$ cat src/rtl/adaptive_threshold_sequencer.sv
// Two-pass frame controller: box filter, then threshold, with per-stage watchdog and frame counter.
// Optional ADAPTIVE_THRESHOLD_AUTO_START_EN: one-shot internal start on the first clock after reset.
module adaptive_threshold_sequencer #(
  parameter int WIDTH_BITS     = 8,
  parameter int HEIGHT_BITS    = 8,
  parameter int TIMEOUT_CYCLES = 131072,
  parameter int FRAME_BITS     = 8
) (
  input  logic                   clock,
  input  logic                   not_reset,
  input  logic                   iStart,
  input  logic                   iContinuous,
  output logic                   oBusy,
  output logic                   oDone,
  output logic                   oError,
  output logic [FRAME_BITS-1:0]  oFrameCount,
  output logic                   oBoxStart,
  input  logic                   iBoxFinished,
  output logic                   oThrStart,
  input  logic                   iThrFinished,
  input  logic [WIDTH_BITS-1:0]  iBoxImageCol,
  input  logic [HEIGHT_BITS-1:0] iBoxImageRow,
  input  logic [WIDTH_BITS-1:0]  iThrImageCol,
  input  logic [HEIGHT_BITS-1:0] iThrImageRow,
  output logic [WIDTH_BITS-1:0]  oImageCol,
  output logic [HEIGHT_BITS-1:0] oImageRow,
  output logic [9:0]             oStatus
);

  localparam int WD_W = $clog2(TIMEOUT_CYCLES);
  localparam logic [WD_W-1:0] WD_LAST = WD_W'(TIMEOUT_CYCLES - 1);

  typedef enum logic [2:0] {
    S_IDLE, S_BOX_START, S_BOX_RUN, S_THR_START, S_THR_RUN, S_DONE, S_ERROR
  } state_t;

  state_t                 r_state, w_next;
  logic [WD_W-1:0]        r_wd, w_wd_next;
  logic                   r_busy, r_done, r_error, r_box_start, r_thr_start;
  logic [FRAME_BITS-1:0]  r_frame_count;
  logic [9:0]             r_status, w_status;
  logic [4:0]             w_fc5;
  logic                   w_start;

`ifdef ADAPTIVE_THRESHOLD_AUTO_START_EN
  logic r_auto_start;
  always_ff @(posedge clock or negedge not_reset) begin
    if (!not_reset) r_auto_start <= 1'b1;
    else            r_auto_start <= 1'b0;
  end
  assign w_start = iStart | r_auto_start;
`else
  assign w_start = iStart;
`endif

  // A zero watchdog marks the first run cycle, where the stale finished level is ignored.
  always_comb begin
    w_next    = r_state;
    w_wd_next = r_wd;
    case (r_state)
      S_IDLE:      if (w_start) w_next = S_BOX_START;
      S_BOX_START: begin
        w_next    = S_BOX_RUN;
        w_wd_next = '0;
      end
      S_BOX_RUN: begin
        if (r_wd != '0 && iBoxFinished) w_next = S_THR_START;
        else if (r_wd == WD_LAST)       w_next = S_ERROR;
        else                            w_wd_next = r_wd + WD_W'(1);
      end
      S_THR_START: begin
        w_next    = S_THR_RUN;
        w_wd_next = '0;
      end
      S_THR_RUN: begin
        if (r_wd != '0 && iThrFinished) w_next = S_DONE;
        else if (r_wd == WD_LAST)       w_next = S_ERROR;
        else                            w_wd_next = r_wd + WD_W'(1);
      end
      S_DONE:      w_next = (iContinuous || w_start) ? S_BOX_START : S_IDLE;
      S_ERROR:     if (w_start) w_next = S_BOX_START;
      default:     w_next = S_IDLE;
    endcase
  end

  always_comb begin
    w_fc5    = 5'(r_frame_count);
    w_status = {r_error, w_fc5, r_state == S_DONE,
                (r_state == S_THR_START) || (r_state == S_THR_RUN),
                (r_state == S_BOX_START) || (r_state == S_BOX_RUN),
                r_state == S_IDLE};
  end

  // Outputs are decoded from the next state so they line up with the state they describe.
  always_ff @(posedge clock or negedge not_reset) begin
    if (!not_reset) begin
      r_state       <= S_IDLE;
      r_wd          <= '0;
      r_busy        <= 1'b0;
      r_done        <= 1'b0;
      r_error       <= 1'b0;
      r_box_start   <= 1'b0;
      r_thr_start   <= 1'b0;
      r_frame_count <= '0;
      r_status      <= 10'b0000000001;
    end else begin
      r_state     <= w_next;
      r_wd        <= w_wd_next;
      r_busy      <= (w_next == S_BOX_START) || (w_next == S_BOX_RUN) ||
                     (w_next == S_THR_START) || (w_next == S_THR_RUN);
      r_done      <= (w_next == S_DONE);
      r_error     <= (w_next == S_ERROR);
      r_box_start <= (w_next == S_BOX_START);
      r_thr_start <= (w_next == S_THR_START);
      if (w_next == S_DONE) r_frame_count <= r_frame_count + FRAME_BITS'(1);
      r_status    <= w_status;
    end
  end

  always_comb begin
    oImageCol = iBoxImageCol;
    oImageRow = iBoxImageRow;
    if (r_state == S_THR_START || r_state == S_THR_RUN) begin
      oImageCol = iThrImageCol;
      oImageRow = iThrImageRow;
    end
  end

  assign oBusy       = r_busy;
  assign oDone       = r_done;
  assign oError      = r_error;
  assign oFrameCount = r_frame_count;
  assign oBoxStart   = r_box_start;
  assign oThrStart   = r_thr_start;
  assign oStatus     = r_status;

endmodule

$ cat config.mk
export PLATFORM = sky130hd
export DESIGN_NAME = adaptive_threshold_sequencer
export DESIGN_NICKNAME = d
export VERILOG_FILES = /design/src/rtl/adaptive_threshold_sequencer.sv
export SDC_FILE = /design/constraint.sdc
export NUM_CORES = 1
export LEC_CHECK = 0
export CELL_PAD_IN_SITES_DETAIL_PLACEMENT = 2
export CELL_PAD_IN_SITES_GLOBAL_PLACEMENT = 2
export CORE_MARGIN = 5
export CORE_UTILIZATION = 27
export DETAILED_ROUTE_END_ITERATION = 7
export GPL_TIMING_DRIVEN = 0
export PLACE_DENSITY = 0.8
export SYNTH_ARGS = -nofsm -noshare
export SYNTH_HDL_FRONTEND = slang
export SYNTH_SLANG_ARGS = --single-unit
$ cat constraint.sdc
create_clock -name clock -period 3.7 [get_ports clock]
set_clock_uncertainty 0.2 [all_clocks]
set_input_delay 0.74 -clock clock [delete_from_list [all_inputs] [get_ports clock]]
set_output_delay 0.74 -clock clock [all_outputs]
set_load 0.1 [all_outputs]
==> Word-level counts from Yosys, hierarchy flattened <==
Index checks and enable logic that the tools add are counted.
{ "totals": {"in_bits": 38, "ff_bits": 43, "out_inout_bits": 39, "wordCells": 52} }
{ "op_classes": {"reduce_logical": 14, "addsub": 2, "n_eq_ne": 15, "n_mux": 12} }
{ "ops": {"columns": ["cell", "n"], "rows": [
  ["$mux W17", 3],
  ["$pmux W17 S3", 1],
  ["$eq A3 B3 Y1 const B", 6],
  ["$pmux W3 S6", 1],
  ["$add A17 B1 Y17 const B", 1],
  ["$eq A17 B17 Y1 const B", 1],
  ["$reduce_bool A17 Y1", 1],
  ["$mux W8", 2],
  ["$eq A3 B2 Y1 const B", 4],
  ["$mux W3", 4],
  ["$add A8 B1 Y8 const B", 1],
  ["$eq A3 B1 Y1 const B", 2],
  ["$logic_or A1 B1 Y1", 6],
  ["$ne A2 B2 Y1 const B", 2],
  ["$reduce_or A2 Y1", 2],
  ["$logic_not A3 Y1", 1],
  ["$reduce_and A3 Y1", 1],
  ["$reduce_bool A3 Y1", 1],
  ["$logic_and A1 B1 Y1", 2],
  ["$mux W1", 1]
]} }

==> Logic depth before layout (Yosys ltp) <==
Gate-level depths: netlist (run 1).
{ "logic_depth": {"ltp_word": 8, "mapped_depth": 11, "ltp_nobuf": 9} }

==> Least setup slack after synthesis (run 1) <==
OpenSTA, ideal clock, no wires.
{ "synth_timing": {"kind": "register to output", "start": "reg r_state[0]", "end": "out oImageCol[0]", "required_time_ns": 2.760, "path_stages_with_launch": 8, "arrival_time_ns": 2.377, "path_buffers": 4, "slack_ns": 0.383, "cell_sequence": "dfrtp_1 buf_1 nor2b_1 clkbuf_1 a21o_1 clkbuf_1 buf_1 mux2_2"} }
{ "synth_via": {"elab_chain_cells": 3, "word_cells_on_any_way": 4, "cone_classes": "2 x eq/ne; 1 x mux; 1 x reduce/logical"} }
{ "synth_rtl": {"columns": ["item", "line_no", "rtl"], "rows": [
  ["start: declaration", "37", "state_t r_state, w_next;"],
  ["start signal: assignment", "107", "r_state <= w_next;"],
  ["$eq A3 B2 Y1 or $eq A3 B3 Y1 (tied branches)", null, null],
  ["$logic_or A1 B1 Y1 *", null, null],
  ["via w_status[2]", "41", "logic [9:0] r_status, w_status;"],
  ["$mux W8 *", "123", "if (r_state == S_THR_START || r_state == S_THR_RUN) begin"],
  ["end: declaration", "25", "output logic [WIDTH_BITS-1:0] oImageCol,"]
]} }
Mark *: on every way through the listed nets, which the timed path passes. The rest lies on a longest branch.

==> Final worst setup path (run 1) <==
{ "layout_timing": {"start": "reg r_state[0]", "end": "out oImageCol[1]"} }
Same word-level chain as after synthesis.

==> results of run 1 <==
==> cells by family (layout without fill, tap and decap cells) <==
family,after synthesis,in the layout,share of synthesized area
xor gates and xnor gates,9,9,0.03551
buffers and inverters,23,107,0.05074
DFF,43,43,0.4853
muxes,19,19,0.09583
adders and majority gates,4,4,0.02255
and+or+nand+nor,78,78,0.2024
AOI/OAI and AO/OA,40,40,0.1077
==> how the worst max path moves through the flow <==
| stage | start | endpoint | slack (ps) | depth (start not counted) |
|---|---|---|---|---|
| finish | r_state[0]$_DFF_PN0_ | oImageCol[1] | 210 | 7 |
| global route | r_state[0]$_DFF_PN0_ | oImageRow[6] | 30 | 7 |
| CTS | r_state[0]$_DFF_PN0_ | oImageCol[4] | -160 | 7 |
| detailed placement | r_state[0]$_DFF_PN0_ | oImageCol[4] | -1050 | 8 |
| global placement | r_state[0]$_DFF_PN0_ | oImageCol[4] | -910 | 8 |
| floorplan | r_state[0]$_DFF_PN0_ | oImageCol[0] | 380 | 7 |
==> placed cells by master (no fill, tap or decap), types with 4 or more instances in the layout <==
master,n
clkdlybuf4s50_1,59
dfrtp_1,42
nand2_1,20
mux2_2,18
a21oi_1,15
buf_2,11
o21ai_0,11
or4_1,10
inv_1,7
nand4_1,7
nor2_1,7
xnor2_1,7
clkdlybuf4s15_2,7
nand3_1,6
o31ai_1,6
or3_1,6
clkbuf_1,5
buf_4,5
clkbuf_8,5
and3_1,4
ha_1,4
==> state kept, by name, indices dropped and copies added, names as in the netlist <==
| register | flops |
|---|---|
| oBusy | 1 |
| oThrStart | 1 |
| oFrameCount | 8 |
| oBoxStart | 1 |
| r_state | 3 |
| oError | 1 |
| oDone | 1 |
| r_wd | 17 |
| oStatus | 10 |
==> power groups by stage <==
stage	registers [mW]	clock network, mW	logic (mW)
after floorplan	1.03	0	1.01
after global placement	0.649	0	1.82
after detailed placement	0.660	0	1.86
after CTS	0.649	0.330	1.84
after global routing	0.663	0.348	1.91
final	0.648	0.319	1.81
==> final cells by class <==
class                           instances  area [µm²]
Fill cell                             884        4905
Buffer                                 15       88.84
Clock buffer                            5       68.82
Clock inverter                          3       25.02
Inverter                                7       26.28
Tap cell                              105       131.4
Timing Repair Buffer                   77       739.5
Sequential cell                        43        1077
Multi-Input combinational cell        150        1031
==> critical path: cells and delay by family (launching register included) <==
kind                   cells  cell delay (ps)
and+or+nand+nor            1              160
muxes                      1              350
DFF                        1              410
AOI/OAI and AO/OA          1              270
buffers and inverters      4             1050
==> per-layer routing <==
| layer | track usage | wire length [µm] | vias to the layer above | part of all wire |
|---|---|---|---|---|
| li1 | - | - | 941 | - |
| met1 | 0.1638 | 2799 | 1021 | 0.40 |
| met2 | 0.2881 | 3981 | 27 | 0.56 |
| met3 | 0.01869 | 176 | 8 | 0.025 |
| met4 | 0.04456 | 93 | 0 | 0.013 |
| met5 | 0 | 0 | - | 0 |
==> per-stage QoR <==
step | power (mW) | setup TNS [ps] | cell area [µm²]
after floorplan | 2.033 | 0 | 2220
after global placement | 2.467 | -10920 | 3112
after detailed placement | 2.519 | -13100 | 3127
after CTS | 2.818 | -162.9 | 3191
after global routing | 2.923 | 0 | 3188
final | 2.778 | 0 | 3188
==> repair_timing <==
item	CTS	global route
setup buffers	0	0
setup endpoints to repair	16	9
resized for setup	67	4
pin swaps	0	0
==> run_results.csv, run 1 <==
group,metric,value,unit
status,status,"finished clean",
setup_path,startpoint_type,"flop",
sta,rsz0062_at_grt,"false",
global_routing,grtUsageTotal,0.1477,
sta,relSlewSlack,0.3260,
route,drt_iter0_markers,57,
route,firstDrtPassIters,4,
route,wire_per_inst,17.41,µm
finish,drive_above_1_share,0.1967,
global_routing,grt_max_degree,26,
route,vias,1997,
setup_path,critPathCaptureType,"primary output",
synth,ys_seq_area_frac,0.4853,
power_and_ir_drop,p_sw,1.601,mW
power_and_ir_drop,switching_share,0.5761,
finish,post-route-util,0.3939,
setup_path,crit_slowest_cell,"dfrtp_1",
floorplan,dieArea,10130,µm²
synth,synth-edff-count,0,
power_and_ir_drop,p_int,1.178,mW
setup_path,rr_worst_depth,11,
synth,yosysMostFrequentCell,"dfrtp_1",
floorplan,die_x,100.7,µm
setup_path,crit_path_frequent_cell,"buf_2",
clock_network,numCtsBuffers,5,
setup_path,crit_fanout,10,
global_routing,grt_pass1_wl,11.81,mm
clock_network,ctsHoldBuffers,0,
sta,tightest_slew,1008,ps
placed_design,gp_congestion,0.7918,
synth,yosys_most_used_dff,"dfrtp_1",
synth,synth_commonest_cells,"dfrtp_1, nand2_1, mux2_2",
floorplan,rows,33,
setup_path,reg2reg_to,"r_wd[1]$_DFFE_PN0P_",
sta,hold_violations,0,
route,vias_per_cell,4.931,
setup_path,crit_type,"reg -> out",
sta,finalSetupViolCount,0,
sta,timing.hold.ws,188.9,ps
clock_network,numClockSinks,43,
global_routing,gr-total-overflow,0,
setup_path,cp_cell_sequence,"buf_2 > nor2b_1 > clkbuf_2 > a21o_2 > clkbuf_4 > mux2_2 > buf_2",
power_and_ir_drop,powerDensity,871.5,nW/µm²
floorplan,die_h,100.7,µm
job,maxCapViolCount,0,
power_and_ir_drop,power_frac_clock,0.115,
synth,synth.top_cells.by_area,"dfrtp_1, mux2_2, a21oi_1",
floorplan,core,8093,µm²
synth,synth_top_area_frac,0.4735,
sta,post-route-min-period,3492,ps
synth,synth.distinct_cells,39,
clock_network,insertion_delay,310,ps
placed_design,place_inst,398,
clock_network,cts_tree,"done",
finish,finalNonFillerCells,405,
synth,yosysWarnings,0,
route,wirelength,7.050,mm
global_routing,first_global_vias,2333,
setup_path,r2r_start,"r_wd[2]$_DFFE_PN0P_",
power_and_ir_drop,pwr-share-seq,0.233,
floorplan,initial_core_util,0.2743,
clock_network,cts.clk_slew.worst_paths,90,ps
setup_path,cp.required,2760,ps
clock_network,root_buffer,"clkbuf_8",
synth,syn_avg_cell_area,10.28,µm²
power_and_ir_drop,ir_drop,206.0,µV
route,drcViolationCount,0,
placed_design,port_buffers,76,
hold_path,min_path_type,"in -> async",
clock_network,htreeDepth,2,
global_routing,antenna_found_initial,0,
sta,finalCritPeriodShare,0.9437,
placed_design,hpwl,5.516,mm
synth,async_flop_share,1.000,
synth,synth_seq_cells,43,
setup_path,slowest_delay,410,ps
finish,area_growth,43.63,%
sta,layout_setup_ws,208.2,ps
clock_network,cts_buffer_depth,2,
setup_path,r2r_slack,490,ps
finish,layout.nets,341,
setup_path,crit_arrival,2550,ps
finish,diodes,0,
power_and_ir_drop,leakagePower,1.345,nW
sta,slew_violations,0,
synth,yosysTopAreaCell,"dfrtp_1",
floorplan,pin_count,77,
synth,syn_inst,216,
sta,fmax,286.4,MHz
route,antenna_left,0,
synth,synth.cell_area,2220,µm²
power_and_ir_drop,combPwrFrac,0.652,
placed_design,place_ws,-1054,ps
synth,synth_nets,258,
Note: power is estimated with default switching activity, not from simulation.
==> inputs of run 2 (changes only) <==
CTS_CLUSTER_DIAMETER = 30   (was default)
==> results of run 2 <==
Final layout, timing and power as in run 1 (identical DEF).
